**src/rtl/fpu_mul_arbiter.sv**
```systemverilog
// rtl/fpu_mul_arbiter.sv - round-robin arbiter sharing one fpu_mul behind a two-stage pipeline
//
// fpu_mul: combinational IEEE-754 single-precision multiply.
//   a, b : operands
//   p    : product, round-to-nearest-even, subnormal inputs/outputs flushed to signed zero,
//          NaN or Inf*0 gives the canonical quiet NaN 0x7FC00000.
//
// fpu_mul_arbiter: grants one of NUM_REQ operand requesters per cycle, registers the pair
// (S1), multiplies it, registers the product (S2) and presents it tagged with the owner id.
//   i_clk, i_rst           : clock, synchronous active-high reset
//   i_req_valid/a/b        : per-requester operand channel (k-th word at [k*SIZE_DATA +: SIZE_DATA])
//   o_req_ready            : one-hot grant, zero when S1 cannot advance or during reset
//   o_rsp_valid/id/data    : response channel driven from S2
//   i_rsp_ready            : consumer accepts the response
//   o_busy                 : either pipeline stage holds a valid entry

module fpu_mul (
  input  logic [31:0] a,
  input  logic [31:0] b,
  output logic [31:0] p
);
  logic        sa, sb, sign;
  logic [7:0]  ea, eb;
  logic [22:0] ma, mb;
  logic        a_zero, b_zero, a_inf, b_inf, a_nan, b_nan;
  logic [47:0] prod;
  logic        norm_hi;
  logic [22:0] frac;
  logic        guard, sticky, round_up;
  logic [24:0] sig_r;
  logic signed [9:0] exp_raw, exp_r;
  logic [22:0] frac_out;

  always_comb begin
    sa = a[31];
    sb = b[31];
    ea = a[30:23];
    eb = b[30:23];
    ma = a[22:0];
    mb = b[22:0];
    sign = sa ^ sb;
    // exponent 0 is treated as zero: subnormals are flushed
    a_zero = (ea == 8'd0);
    b_zero = (eb == 8'd0);
    a_inf  = (ea == 8'hFF) && (ma == 23'd0);
    b_inf  = (eb == 8'hFF) && (mb == 23'd0);
    a_nan  = (ea == 8'hFF) && (ma != 23'd0);
    b_nan  = (eb == 8'hFF) && (mb != 23'd0);

    prod = {24'd0, 1'b1, ma} * {24'd0, 1'b1, mb};
    // product of two [1,2) significands lies in [1,4); bit 47 flags the [2,4) case
    norm_hi = prod[47];
    if (norm_hi) begin
      frac   = prod[46:24];
      guard  = prod[23];
      sticky = |prod[22:0];
    end else begin
      frac   = prod[45:23];
      guard  = prod[22];
      sticky = |prod[21:0];
    end
    round_up = guard & (sticky | frac[0]);
    exp_raw  = $signed({2'b00, ea}) + $signed({2'b00, eb}) - 10'sd127
             + $signed({9'd0, norm_hi});

    // rounding 1.111...1 up carries into a new leading bit
    sig_r = {2'b01, frac} + {24'd0, round_up};
    if (sig_r[24]) begin
      exp_r    = exp_raw + 10'sd1;
      frac_out = sig_r[23:1];
    end else begin
      exp_r    = exp_raw;
      frac_out = sig_r[22:0];
    end

    if (a_nan || b_nan || (a_inf && b_zero) || (b_inf && a_zero)) begin
      p = 32'h7FC0_0000;
    end else if (a_inf || b_inf) begin
      p = {sign, 8'hFF, 23'd0};
    end else if (a_zero || b_zero) begin
      p = {sign, 31'd0};
    end else if (exp_r >= 10'sd255) begin
      p = {sign, 8'hFF, 23'd0};
    end else if (exp_r <= 10'sd0) begin
      p = {sign, 31'd0};
    end else begin
      p = {sign, exp_r[7:0], frac_out};
    end
  end
endmodule

module fpu_mul_arbiter #(
  parameter int NUM_REQ   = 4,
  parameter int SIZE_DATA = 32,
  parameter int ID_W      = $clog2(NUM_REQ)
) (
  input  logic                           i_clk,
  input  logic                           i_rst,
  input  logic [NUM_REQ-1:0]             i_req_valid,
  input  logic [NUM_REQ*SIZE_DATA-1:0]   i_req_a,
  input  logic [NUM_REQ*SIZE_DATA-1:0]   i_req_b,
  output logic [NUM_REQ-1:0]             o_req_ready,
  output logic                           o_rsp_valid,
  output logic [ID_W-1:0]                o_rsp_id,
  output logic [SIZE_DATA-1:0]           o_rsp_data,
  input  logic                           i_rsp_ready,
  output logic                           o_busy
);
  localparam logic [ID_W:0]   NREQ_W  = (ID_W+1)'(NUM_REQ);
  localparam logic [ID_W-1:0] LAST_ID = ID_W'(NUM_REQ - 1);

  logic                 s1_valid, s2_valid;
  logic [ID_W-1:0]      s1_id, s2_id;
  logic [SIZE_DATA-1:0] s1_a, s1_b, s2_data;
  logic [ID_W-1:0]      rr_ptr;
  logic [SIZE_DATA-1:0] product;

  logic                 s1_adv, s2_adv;
  logic [2*NUM_REQ-1:0] valid_rot;
  logic                 grant_found;
  logic [ID_W:0]        cand;
  logic [ID_W-1:0]      grant_id;
  logic [ID_W-1:0]      next_ptr;
  logic [SIZE_DATA-1:0] a_sel, b_sel;
  logic                 take;

  assign s2_adv = !s2_valid | i_rsp_ready;
  assign s1_adv = !s1_valid | s2_adv;
  assign take   = s1_adv & grant_found;

  fpu_mul u_fpu_mul (
    .a (s1_a),
    .b (s1_b),
    .p (product)
  );

  // Rotating the doubled valid vector by rr_ptr puts the highest-priority requester at bit 0,
  // so the first set bit gives the offset from rr_ptr to the winner.
  always_comb begin
    valid_rot   = {i_req_valid, i_req_valid} >> rr_ptr;
    grant_found = 1'b0;
    grant_id    = '0;
    cand        = '0;
    for (int i = 0; i < NUM_REQ; i++) begin
      if (!grant_found && valid_rot[i]) begin
        grant_found = 1'b1;
        cand        = (ID_W+1)'(i) + {1'b0, rr_ptr};
        if (cand >= NREQ_W) begin
          cand = cand - NREQ_W;
        end
        grant_id = cand[ID_W-1:0];
      end
    end
  end

  always_comb begin
    o_req_ready = '0;
    if (take && !i_rst) begin
      o_req_ready = NUM_REQ'(1) << grant_id;
    end
  end

  always_comb begin
    a_sel = '0;
    b_sel = '0;
    for (int i = 0; i < NUM_REQ; i++) begin
      if (grant_id == ID_W'(i)) begin
        a_sel = i_req_a[i*SIZE_DATA +: SIZE_DATA];
        b_sel = i_req_b[i*SIZE_DATA +: SIZE_DATA];
      end
    end
  end

  assign next_ptr = (grant_id == LAST_ID) ? '0 : grant_id + ID_W'(1);

  always_ff @(posedge i_clk) begin
    if (i_rst) begin
      s1_valid <= 1'b0;
      s1_id    <= '0;
      s1_a     <= '0;
      s1_b     <= '0;
      s2_valid <= 1'b0;
      s2_id    <= '0;
      s2_data  <= '0;
      rr_ptr   <= '0;
    end else begin
      if (s2_adv) begin
        s2_valid <= s1_valid;
        s2_id    <= s1_id;
        s2_data  <= product;
      end
      if (s1_adv) begin
        s1_valid <= grant_found;
        if (take) begin
          s1_id  <= grant_id;
          s1_a   <= a_sel;
          s1_b   <= b_sel;
          rr_ptr <= next_ptr;
        end
      end
    end
  end

  assign o_rsp_valid = s2_valid;
  assign o_rsp_id    = s2_id;
  assign o_rsp_data  = s2_data;
  assign o_busy      = s1_valid | s2_valid;
endmodule

```
**config.mk**
```make
export PLATFORM = sky130hd
export DESIGN_NAME = fpu_mul_arbiter
export DESIGN_NICKNAME = d
export VERILOG_FILES = /design/src/rtl/fpu_mul_arbiter.sv
export SDC_FILE = /design/constraint.sdc
export NUM_CORES = 2
export LEC_CHECK = 0
export ABC_CLOCK_PERIOD_IN_PS = 21200
export BUFFER_PORTS_ARGS = -buffer_cell sky130_fd_sc_hd__buf_2
export CORE_ASPECT_RATIO = 1.25
export CORE_MARGIN = 5
export CORE_UTILIZATION = 55
export DETAILED_ROUTE_END_ITERATION = 6
export GPL_ROUTABILITY_DRIVEN = 0
export HOLD_SLACK_MARGIN = 0.03
export PLACE_DENSITY = 0.76
export SYNTH_ARGS = -nofsm -noshare
export SYNTH_HDL_FRONTEND = slang
export SYNTH_SLANG_ARGS = --single-unit
```
**constraint.sdc**
```tcl
create_clock -name i_clk -period 21.2 [get_ports i_clk]
set_input_delay 1.06 -clock i_clk [delete_from_list [all_inputs] [get_ports i_clk]]
set_output_delay 1.06 -clock i_clk [all_outputs]
set_load 0.01 [all_outputs]
```
==> flow_summary.json <==
{
  "status": "finished clean",
  "finalHoldViolCount": 0,
  "async_flop_share_pct": 0,
  "layout.nets": 4454,
  "synth_seq_area_share_pct": 7.56,
  "worst_ir_drop_vdd_mv": 0.151,
  "synth_edf_count": 0,
  "worst_path_largest_cell_delay_ns": 1.24,
  "root_buffer": "clkbuf_16",
  "synthToLayoutAreaGrowth_pct": 7.63,
  "synth.net_count": 4315,
  "final_cell_mix": "580 x inv_1, 483 x fa_1, 437 x nand2_1",
  "drc_errors": 0,
  "first_pass_iters": 5,
  "r2r_start": "s1_a[20]",
  "worstPathArrival_ns": 12.56,
  "fmax_ghz": 0.0817,
  "final_common_cell": "inv_1",
  "clkTransAtPathRegs_ns": 0.09,
  "clk_latency_ns": 0.40,
  "skew_ns": 0.0206,
  "start_util_pct": 55.7,
  "setup_viol_count_final": 0,
  "synth_warnings": 0,
  "grt_pass1_wl_um": 141000,
  "fin_crit_sh_pct": 57.7,
  "post_cts_buffers": 0,
  "wirelength_um": 88600,
  "drt-wirelength-per-cell_um": 21.2,
  "yosys.cell_types.count": 97,
  "end_kind": "register",
  "dieArea_mm2": 0.0547,
  "cellPowerDensity_mw_per_mm2": 135,
  "crit_slowest_cell": "dfxtp_1",
  "synthCells": 3380,
  "grt_max_degree": 97,
  "p_leak_nw": 14.0,
  "setup_ws_ns": 8.97,
  "hold_ws_ns": 0.461,
  "critPathRequiredTime_ns": 21.52,
  "fp.dieH_um": 260,
  "htreeDepth": 3,
  "cts_sinks": 104,
  "rsz0062_at_grt": "false",
  "finalCriticalPeriod_ns": 12.23,
  "ant_nets": 0,
  "dp_slack_ns": 9.23,
  "syn_area_per_cell_um2": 8.15,
  "io_pins": 303,
  "worstMarginPinSlew_ns": 1.37,
  "cts_tree": "yes",
  "tns_ns": 0,
  "antenna_found_initial": 4,
  "grt_pass1_vias": 26100,
  "io_buffer_count": 302,
  "overflow": 0,
  "r2r_setup_slack_ns": 8.97,
  "synth_flop_cell": "dfxtp_1",
  "worstSetupEndpoint": "o_rsp_data[0]",
  "rr_worst_depth": 37,
  "cts_buffers": 9,
  "core_mm2": 0.0494,
  "via_per_inst": 6.01,
  "track_usage_pct": 32.7,
  "num_rows": 91,
  "layout-drive-gt1-share_pct": 11.7,
  "r2r_end": "o_rsp_data[0]",
  "vias": 25100,
  "maxCapViolations": 0,
  "total_power_mw": 4.01,
  "synth-seq-cells": 104,
  "cts_resized": 0,
  "max_slew_margin_pct": 8.76,
  "crit_type": "reg2reg",
  "hpwl_um": 71400,
  "critPathLaunch": "s1_a[20]",
  "cts.path.max_buffers": 2,
  "syn_area_mm2": 0.0275,
  "cp_max_fo": 30,
  "hold_buffers": 0,
  "cp-start-kind": "register",
  "hp-class": "reg2reg",
  "die_width_um": 210,
  "drt-initial-drc-count": 2143,
  "slew_violations": 0
}
## cells in the mapped netlist, types with 11 or more instances
master,count,share of area (%)
inv_1,580,7.9
fa_1,483,35
nand2_1,437,6.0
nor2_1,240,3.3
and2_1,230,5.2
ha_1,189,8.6
clkbuf_1,168,2.3
a21oi_1,144,2.6
o21ai_0,106,1.9
dfxtp_1,104,7.6
o211ai_1,69,1.9
a22oi_1,66,1.8
a211oi_1,51,1.4
xnor2_1,50,1.6
nand4_1,34,0.77
nand3_1,33,0.60
nor3_1,27,0.49
buf_2,24,0.44
nor4_1,23,0.52
xor2_1,23,0.73
a21o_1,19,0.52
mux2i_1,18,0.65
a31oi_1,14,0.32
a22o_1,13,0.41
o21ai_1,13,0.24
o21a_1,12,0.33
o31ai_1,11,0.30
## critical path, delay by kind of cell (launching register included)
family / cells / cell delay [ns]
fa+ha+maj: 9 / 4.39
compound gates: 11 / 2.93
simple gates: 7 / 1.82
buf+inv: 9 / 1.53
flops: 1 / 1.24
mux: 1 / 0.22
## worst min path at each step
stage	cells after the start	slack (ns)	endpoint	start
2_1_floorplan	2	0.44	o_rsp_id[0]	s1_id[0]
3_3_place_gp	2	0.44	o_rsp_id[0]	o_rsp_id[0]
3_5_place_dp	2	0.45	o_rsp_data[17]	o_rsp_data[17]
4_1_cts	2	0.46	s1_id[0]	s1_id[0]
5_1_grt	2	0.49	o_rsp_data[13]	o_rsp_data[13]
6_report	2	0.46	s1_id[0]	s1_id[0]
## cells by family after synthesis
kind of cell             count (synthesis)  share of synthesized area (%)
adder cells (fa/ha/maj)                672                           43.7
AO/OA/AOI/OAI                          617                           15.4
XOR/XNOR                                75                           2.44
AND/OR/NAND/NOR                       1101                           19.1
flip-flops                             104                           7.56
buffers and inverters                  789                           11.0
multiplexers                            22                          0.827
## layer usage
metal	wire length, um	track usage [%]
met4	6340	20.0
met1	31600	38.8
met3	8300	7.06
met2	42300	54.3
met5	21	0
## through the flow
step | util (%) | instance area (um^2) | std cells
finish | 60.0 | 29600 | 4177
global route | 60.0 | 29600 | 4175
CTS | 60.0 | 29600 | 4175
detailed placement | 59.3 | 29300 | 4159
global placement | 59.3 | 29300 | 4159
floorplan | - | 27500 | 3380
## sequential cells by signal, summed over array words and instances (netlist names)
name and count:
o_rsp_valid 1, s1_valid 1, s1_id 2, o_rsp_id 2, s1_b 32, rr_ptr 2, s1_a 32, o_rsp_data 32
## report_power, final
group / switching, mW / internal [mW]
registers: 0.111 / 0.230
logic: 2.26 / 1.22
clock network: 0.0991 / 0.0858
## layout make-up
type	count	area, um^2
multi-input cells	2487	22500
fillers	4497	19800
inverters	584	2190
flip-flops and latches	104	2080
repair buffers	333	1740
well taps	651	815
clock buffers	9	225
clock inverters	7	92.6
diodes	2	5.00
Note: power is estimated with default switching activity, not from simulation.
